--- src/rtl/alu_dispatcher_if.sv ---
// Bundles the command, ALU and result channels of the dispatcher.
// Combinational only; no storage or latency of its own.
// Backpressure is carried by in_ready (commands) and out_ready (results).
interface alu_dispatcher_if #(
    parameter int DEPTH = 4
);
    localparam int CW = $clog2(DEPTH) + 1;

    // Command channel from the queue front-end
    logic          in_valid;
    logic          in_ready;
    logic [2:0]    in_opcode;
    logic [7:0]    in_a;
    logic [7:0]    in_b;

    // ALU operand/opcode/result channel
    logic [15:0]   alu_operands;
    logic [2:0]    alu_opcode;
    logic [7:0]    alu_result;

    // Result channel to the consumer
    logic          out_valid;
    logic          out_ready;
    logic [7:0]    out_result;
    logic [2:0]    out_opcode;

    // Number of commands waiting in the FIFO
    logic [CW-1:0] count;

    // Environment side: command source, ALU and result consumer
    modport master (
        output in_valid, in_opcode, in_a, in_b, alu_result, out_ready,
        input  in_ready, alu_operands, alu_opcode, out_valid, out_result,
               out_opcode, count
    );

    // Dispatcher side
    modport slave (
        input  in_valid, in_opcode, in_a, in_b, alu_result, out_ready,
        output in_ready, alu_operands, alu_opcode, out_valid, out_result,
               out_opcode, count
    );
endinterface

--- src/rtl/alu_dispatcher.sv ---
// Queues ALU commands in a FIFO and issues them one at a time, returning each result.
// Latency: push into an idle, empty dispatcher -> out_valid ALU_LAT+1 cycles later.
// Backpressure: a held result stalls issue; the FIFO keeps filling until in_ready drops.
module alu_dispatcher #(
    parameter int DEPTH   = 4,
    parameter int ALU_LAT = 2
) (
    input  logic              clk,
    input  logic              rst,
    alu_dispatcher_if.slave   bus
);
    localparam int AW = $clog2(DEPTH);
    localparam int CW = AW + 1;
    localparam int LW = $clog2(ALU_LAT);

    typedef struct packed {
        logic [2:0] opcode;
        logic [7:0] a;
        logic [7:0] b;
    } cmd_t;

    typedef enum logic [1:0] {
        S_IDLE,
        S_WAIT,
        S_HOLD
    } state_t;

    // Command storage; contents need no reset because occupancy is tracked by count_q
    cmd_t          mem [DEPTH];
    logic [AW-1:0] wr_ptr;
    logic [AW-1:0] rd_ptr;
    logic [CW-1:0] count_q;
    cmd_t          head;

    state_t        state;
    state_t        state_nxt;
    logic [LW-1:0] lat_cnt;

    logic          push;
    logic          pop;
    logic          capture;
    logic          release_out;
    logic          in_ready_int;

    logic [15:0]   alu_operands_q;
    logic [2:0]    alu_opcode_q;
    logic [7:0]    out_result_q;
    logic [2:0]    out_opcode_q;
    logic          out_valid_q;

    // Ready depends only on occupancy, so a same-cycle pop never frees a slot for a push
    assign in_ready_int = (count_q != CW'(DEPTH));
    assign push         = bus.in_valid && in_ready_int;
    assign head         = mem[rd_ptr];

    // Capture accepted commands at the write pointer
    always_ff @(posedge clk) begin
        if (push) begin
            mem[wr_ptr] <= '{opcode: bus.in_opcode, a: bus.in_a, b: bus.in_b};
        end
    end

    // FIFO pointers and occupancy; DEPTH is a power of two so pointers wrap naturally
    always_ff @(posedge clk) begin
        if (rst) begin
            wr_ptr  <= '0;
            rd_ptr  <= '0;
            count_q <= '0;
        end else begin
            if (push) begin
                wr_ptr <= wr_ptr + AW'(1);
            end
            if (pop) begin
                rd_ptr <= rd_ptr + AW'(1);
            end
            if (push && !pop) begin
                count_q <= count_q + CW'(1);
            end else if (pop && !push) begin
                count_q <= count_q - CW'(1);
            end
        end
    end

    // State register; reset discards any in-flight operation
    always_ff @(posedge clk) begin
        if (rst) begin
            state <= S_IDLE;
        end else begin
            state <= state_nxt;
        end
    end

    // Next state and single-cycle control strobes
    always_comb begin
        state_nxt   = state;
        pop         = 1'b0;
        capture     = 1'b0;
        release_out = 1'b0;
        case (state)
            S_IDLE: begin
                if (count_q != '0) begin
                    pop       = 1'b1;
                    state_nxt = S_WAIT;
                end
            end
            S_WAIT: begin
                if (lat_cnt == '0) begin
                    capture   = 1'b1;
                    state_nxt = S_HOLD;
                end
            end
            S_HOLD: begin
                if (bus.out_ready) begin
                    release_out = 1'b1;
                    state_nxt   = S_IDLE;
                end
            end
            default: begin
                state_nxt = S_IDLE;
            end
        endcase
    end

    // ALU drive and latency counter; operands stay on the bus until the next issue
    always_ff @(posedge clk) begin
        if (rst) begin
            alu_operands_q <= '0;
            alu_opcode_q   <= '0;
            lat_cnt        <= '0;
        end else if (pop) begin
            alu_operands_q <= {head.a, head.b};
            alu_opcode_q   <= head.opcode;
            lat_cnt        <= LW'(ALU_LAT - 1);
        end else if (state == S_WAIT && lat_cnt != '0) begin
            lat_cnt <= lat_cnt - LW'(1);
        end
    end

    // Result register; held stable while the consumer withholds out_ready
    always_ff @(posedge clk) begin
        if (rst) begin
            out_result_q <= '0;
            out_opcode_q <= '0;
            out_valid_q  <= 1'b0;
        end else if (capture) begin
            out_result_q <= bus.alu_result;
            out_opcode_q <= alu_opcode_q;
            out_valid_q  <= 1'b1;
        end else if (release_out) begin
            out_valid_q <= 1'b0;
        end
    end

    assign bus.in_ready     = in_ready_int;
    assign bus.count        = count_q;
    assign bus.alu_operands = alu_operands_q;
    assign bus.alu_opcode   = alu_opcode_q;
    assign bus.out_valid    = out_valid_q;
    assign bus.out_result   = out_result_q;
    assign bus.out_opcode   = out_opcode_q;
endmodule
--- src/flat_wrapper.sv ---
// flat-port wrapper written by rule: the top's interface ports become plain ports
module alu_dispatcher_flat 
#(
    parameter int DEPTH   = 4,
    parameter int ALU_LAT = 2
)
  (clk, rst, bus_in_valid, bus_in_opcode, bus_in_a, bus_in_b, bus_alu_result, bus_out_ready, bus_in_ready, bus_alu_operands, bus_alu_opcode, bus_out_valid, bus_out_result, bus_out_opcode, bus_count);
  alu_dispatcher_if #(.DEPTH(DEPTH)) bus_i ();
  input  logic clk;
  input  logic rst;
  input wire logic [$bits(bus_i.in_valid)-1:0] bus_in_valid;
  input wire logic [$bits(bus_i.in_opcode)-1:0] bus_in_opcode;
  input wire logic [$bits(bus_i.in_a)-1:0] bus_in_a;
  input wire logic [$bits(bus_i.in_b)-1:0] bus_in_b;
  input wire logic [$bits(bus_i.alu_result)-1:0] bus_alu_result;
  input wire logic [$bits(bus_i.out_ready)-1:0] bus_out_ready;
  output wire logic [$bits(bus_i.in_ready)-1:0] bus_in_ready;
  output wire logic [$bits(bus_i.alu_operands)-1:0] bus_alu_operands;
  output wire logic [$bits(bus_i.alu_opcode)-1:0] bus_alu_opcode;
  output wire logic [$bits(bus_i.out_valid)-1:0] bus_out_valid;
  output wire logic [$bits(bus_i.out_result)-1:0] bus_out_result;
  output wire logic [$bits(bus_i.out_opcode)-1:0] bus_out_opcode;
  output wire logic [$bits(bus_i.count)-1:0] bus_count;
  assign bus_i.in_valid = bus_in_valid;
  assign bus_i.in_opcode = bus_in_opcode;
  assign bus_i.in_a = bus_in_a;
  assign bus_i.in_b = bus_in_b;
  assign bus_i.alu_result = bus_alu_result;
  assign bus_i.out_ready = bus_out_ready;
  assign bus_in_ready = bus_i.in_ready;
  assign bus_alu_operands = bus_i.alu_operands;
  assign bus_alu_opcode = bus_i.alu_opcode;
  assign bus_out_valid = bus_i.out_valid;
  assign bus_out_result = bus_i.out_result;
  assign bus_out_opcode = bus_i.out_opcode;
  assign bus_count = bus_i.count;
  alu_dispatcher #(.DEPTH(DEPTH), .ALU_LAT(ALU_LAT)) u_core (.clk(clk), .rst(rst), .bus(bus_i));
endmodule
--- config.mk ---
export PLATFORM = sky130hd
export DESIGN_NAME = alu_dispatcher_flat
export DESIGN_NICKNAME = d
export VERILOG_FILES = /design/src/rtl/alu_dispatcher_if.sv /design/src/rtl/alu_dispatcher.sv /design/src/flat_wrapper.sv
export SDC_FILE = /design/constraint.sdc
export NUM_CORES = 1
export LEC_CHECK = 0
export ABC_CLOCK_PERIOD_IN_PS = 2480
export CORE_AREA = 2 2 137 105
export DETAILED_ROUTE_END_ITERATION = 10
export DIE_AREA = 0 0 139 107
export MAX_ROUTING_LAYER = met4
export PLACE_DENSITY = 0.56
export SYNTH_ARGS = -nofsm -noshare
export SYNTH_HDL_FRONTEND = slang
export SYNTH_SLANG_ARGS = --single-unit
--- constraint.sdc ---
create_clock -name clk -period 2.48 [get_ports clk]
set_input_delay 0.496 -clock clk [delete_from_list [all_inputs] [get_ports clk]]
set_output_delay 0.496 -clock clk [all_outputs]
set_load 0.05 [all_outputs]
After elaboration in Yosys (flattened, before gate mapping)
Memory sizes are Yosys's and may differ from the RTL's. A register that Yosys moved wholly into a read port is not among the register bits.
Index checks and enable logic that the tools add are counted.
- $add $sub $neg: 5
- multiply operators: 0
- divide/modulo/power cells: 0
- magnitude comparators: 0
- eq/ne operators: 6
- shifts and indexed selects: 0
- mux-type cells: 18
- bitwise gates (word level): 0
- reductions and logical operators: 12
- operators with widths (cell ; count):
    $mux 1 ; 12
    $mux 2 ; 3
    $mux 3 ; 2
    $pmux 2 s3 ; 1
    $reduce_bool 2->1 ; 3
    $add 2x1->2 const B ; 2
    $logic_and 1x1->1 ; 4
    $ne 2x2->1 const B ; 2
    $add 3x1->3 const B ; 1
    $ne 3x3->1 const B ; 1
    $reduce_and 3->1 ; 1
    $reduce_bool 3->1 ; 1
    $sub 3x1->3 const B ; 1
    $eq 2x1->1 const B ; 1
    $eq 2x2->1 const B ; 1
    $logic_not 1->1 ; 2
    $logic_not 2->1 ; 1
    $ne 2x1->1 const B ; 1
    $sub 1x1->1 const B ; 1
- register bits: 22
- latch bits: 0
- memory bits (writable): 76
- memory bits (read-only): 0
- input port bits: 31
- output and inout port bits: 35
- logic and storage cells: 50
- memories: 1
- memories (memory ; words ; bits a word ; rd ports ; clocked after Yosys merged registers in ; wr ports ; line ; source):
    u_core.mem ; 4 ; 19 ; 1 ; 1 ; 1 ; alu_dispatcher.sv:29 ; cmd_t mem [DEPTH];

Longest topological paths before layout
Gate-level depths: netlist (run 1).
- word-level depth: 6
- mapped depth: 8

Worst setup path after synthesis (run 1)
OpenSTA, ideal clock, no wires.
- path kind: register to register
- start point: register u_core.count_q[0], in the netlist u_core.bus.count[0]
- end point: register u_core.count_q[2], in the netlist u_core.bus.count[2]
- data arrival time: 2371 ps
- data required time: 2409 ps
- setup slack: 39 ps
- cell stages (with the launch flop): 9
- clock period less this slack: 2441 ps
- path through: dfxtp_1 or3_4 nand2_1 ha_1 inv_1 fa_1 xor2_1 or3_2 a21oi_1
- longest elaborated chain between the ends: 6
- ends and longest elaborated chain (what ; line ; source):
    from (decl) ; alu_dispatcher.sv:32 ; logic [CW-1:0] count_q;
    from (signal assigned) ; alu_dispatcher.sv:77 ; count_q <= count_q + CW'(1);
    from (signal assigned) ; alu_dispatcher.sv:79 ; count_q <= count_q - CW'(1);
    branches (longest 6 deep; another with $sub 3x1->3) ; n/a ;
Parallel ways; which one is timed is not known. The select of a mux whose other input is x is not followed.
A chain may end at the register's enable or synchronous reset.

Worst setup path after layout (run 1)
Same ends and word-level chain as after synthesis.

==> results of run 1 <==
==> sequential cells by signal, summed over array words and instances, names as in the netlist, 2 cells and up <==
name,flops
u_core.mem,76
u_core.bus.alu_operands,16
u_core.bus.out_result,8
u_core.bus.alu_opcode,3
u_core.bus.count,3
u_core.bus.out_opcode,3
u_core.rd_ptr,2
u_core.state,2
u_core.wr_ptr,2
==> routing by layer <==
| layer | wire (um) | vias up |
|---|---|---|
| met1 | 4055 | 1198 |
| met4 | 101 | 0 |
| met5 | 0 | - |
| met2 | 4011 | 61 |
| met3 | 445 | 11 |
| li1 | - | 1138 |
==> final timing paths <==
kind | startpoint | end | slack (ns) | depth (start not counted)
max | u_core.bus.count[0] | u_core.bus.count[2] | 0.20 | 8
min | u_core.bus.alu_operands[7] | u_core.bus.alu_operands[7] | 0.49 | 1
max reg2reg | u_core.bus.count[0] | u_core.bus.count[2] | 0.20 | 8
min reg2reg | u_core.bus.alu_operands[7] | u_core.bus.alu_operands[7] | 0.49 | 1
==> cell usage in the layout, fill, tap and decap left out, types with 2 or more instances in the layout <==
| cell type | count |
|---|---|
| clkdlybuf4s50_1 | 64 |
| a21oi_1 | 6 |
| clkinv_2 | 4 |
| ha_1 | 5 |
| nand3_1 | 2 |
| xor2_1 | 2 |
| clkinvlp_4 | 2 |
| and3_1 | 4 |
| mux4_2 | 12 |
| clkbuf_16 | 17 |
| edfxtp_1 | 76 |
| clkbuf_1 | 4 |
| a22o_2 | 18 |
| o21ai_0 | 5 |
| bufinv_16 | 3 |
| dfxtp_1 | 41 |
| buf_4 | 13 |
| mux2i_1 | 12 |
| nor2_1 | 17 |
| mux4_1 | 7 |
| inv_1 | 8 |
==> stage by stage <==
stage	util	hold slack (ns)	setup WS, ns	std cells
2_1_floorplan	-	0.4788	0.03896	244
3_3_place_gp	0.3911	0.4654	-0.007878	487
3_5_place_dp	0.3911	0.4744	-0.03782	487
4_1_cts	0.4345	0.4940	0.1446	519
5_1_grt	0.4347	0.5058	0.03835	519
6_report	0.4348	0.4869	0.1992	520
==> Yosys cell counts <==
cell	instances	area, um2
nor2_1	17	63.81
and2b_2	1	8.760
a31o_2	1	8.760
clkbuf_8	2	27.53
buf_8	1	15.01
o21bai_1	1	7.510
nor4_4	1	21.27
buf_1	1	3.750
nor3b_1	1	7.510
nor3b_2	1	12.51
nor2b_1	1	6.260
fa_1	1	20.02
or3_4	1	11.26
a2111oi_0	1	8.760
nand2_1	1	3.750
mux2i_1	12	120.1
clkbuf_1	2	7.510
or3_2	1	7.510
mux4_2	12	270.3
ha_1	5	62.56
dfxtp_1	41	820.8
mux4_1	7	183.9
mux2_2	1	11.26
nand3_1	2	10.01
buf_2	1	5.000
nand4_1	1	6.260
buf_6	3	33.78
buf_4	1	7.510
and3_1	4	25.02
a21oi_4	1	16.27
nor3_1	1	5.000
o21ai_0	5	25.02
a22o_1	1	8.760
xor2_1	2	17.52
inv_1	8	30.03
a21oi_1	6	30.03
a31oi_1	1	6.260
edfxtp_1	76	2282
a22o_2	18	180.2
==> area by class of cell <==
| type | count | area share |
|---|---|---|
| Tap cell | 175 | 0.03725 |
| Sequential cell | 117 | 0.5279 |
| Antenna cell | 1 | 0.0004257 |
| Inverter | 8 | 0.005109 |
| Multi-Input combinational cell | 108 | 0.1988 |
| Clock buffer | 22 | 0.07727 |
| Clock inverter | 10 | 0.02278 |
| Timing Repair Buffer | 79 | 0.1305 |
==> cell families (layout without fill, tap and decap cells) <==
group                    after synthesis  after routing  synth area share
buffers and inverters                 19            119           0.02958
AND/OR/NAND/NOR                       33             33           0.04295
AO/OA/AOI/OAI                         35             35           0.06627
XOR/XNOR                               2              2          0.003983
other                                  0              1                 0
adder cells (fa/ha/maj)                6              6           0.01877
multiplexers                          32             32            0.1331
flip-flops                           117            117            0.7053
==> power by group <==
group	switching (mW)	internal, mW	total (mW)
sequential	0.232	2.43	2.67
clock	0.826	1.60	2.42
combinational	1.44	0.993	2.43
==> repair_timing <==
action / CTS / global route
hold buffers: 0 / 0
resized for setup: 1 / 1
endpoints found under the setup margin: 1 / 1
==> worst max-delay path, stage by stage, from the launching register on <==
cell	delay, ns
dfxtp_1	0.37
or3_4	0.43
nand2_2	0.10
ha_1	0.18
inv_1	0.06
fa_1	0.37
xor2_1	0.15
or3_2	0.40
a21oi_1	0.14
==> metrics, run 1 <==
status finished clean; Area after DPL around 0.0053 mm2; H-tree levels 4; met1 Usage GRT 0.1554; CP Capture Type register; area occupied by registers 0.003103 mm2; die boundary height 107 um; Ports 66; Yosys reg bits 117; Req. time, crit path 2.82 ns; largest net degree at the start of global routing 24; fin. max-slew vios 0; vias per cell roughly 4.6; hpwl dp 5187 um; CTS tree built; Setup Viol. Count Final 0; GRT Max-Usage Layer met2; DRC viols 0; Final #Nets around 370; power consumption between 7 and 8 mW; postcts setup bufs 0; first-pass GRT wire length 13570 um; cts bufs inserted 17; CTS max path bufs 2; core area 0.01352 mm2; CTS root buf clkbuf_16; synth unique cells 39; fillcell total between 1000 and 1500; met3 GRT Util 0.05092; Leakage 2.061 nW; total track usage 0.1270; Starting DRT DRC Count 154; Final min period roughly 2.3 ns; Mapped Cells 244; Seq/Total Area, Yosys 0.7053; maximum fanout along the worst path 6; syn nets 281; DR vias roughly 2400; antenna violations before repair 0; Area growth syn-to-layout 33.62%; routed len/inst ~17 um; gr ovfl total 0; FP Rows 37; Setup CP Type register to register; Mapped Area 0.004399 mm2; initial core utilization 0.3254; GR Util met2 0.1914; layout cells sized above 1 0.2355; area occupied by multi-input gates 0.001169 mm2; PortBufs 65; Die W between 100 and 150 um; die area roughly 0.015 mm2; Design Area, Final roughly 0.0059 mm2; fin crit share 0.9197; TNS Setup 0 ns; CP startpoint kind register; Antenna Nets Post-Route 0; synth warn 0; vias in the first global route 2424; clock sinks 117; Synth Area per Inst 18.03 um2; worst vdd ir about 0.00078 V; Max Cap Violations 0; Hold Crit Class register to register; CP Data Arrival Time 2.62 ns; highest clock rate 438.5 MHz; GPL Wtd Cong 0.7305; WL final between 8000 and 9000 um; final count of hold timing violations 0; clock transition at the registers of the reported paths 0.06 ns; skew final 0.01501 ns; clock latency on the worst-skew pair about 0.41 ns; Slew HR 0.5495; RSZ-0062 raised after global routing no; Power Dens Cells around 1300 mW/mm2; TritonRoute pass-1 iters 4; Worst Max-Slew Pin Slew 0.6743 ns
No activity file was read; power rests on OpenSTA's default activity.
==> inputs of run 2 (changes only) <==
CTS_CLUSTER_SIZE = 30   (was unset)
==> results of run 2 <==
The final DEF is identical to that of run 1; final timing and power are the same.
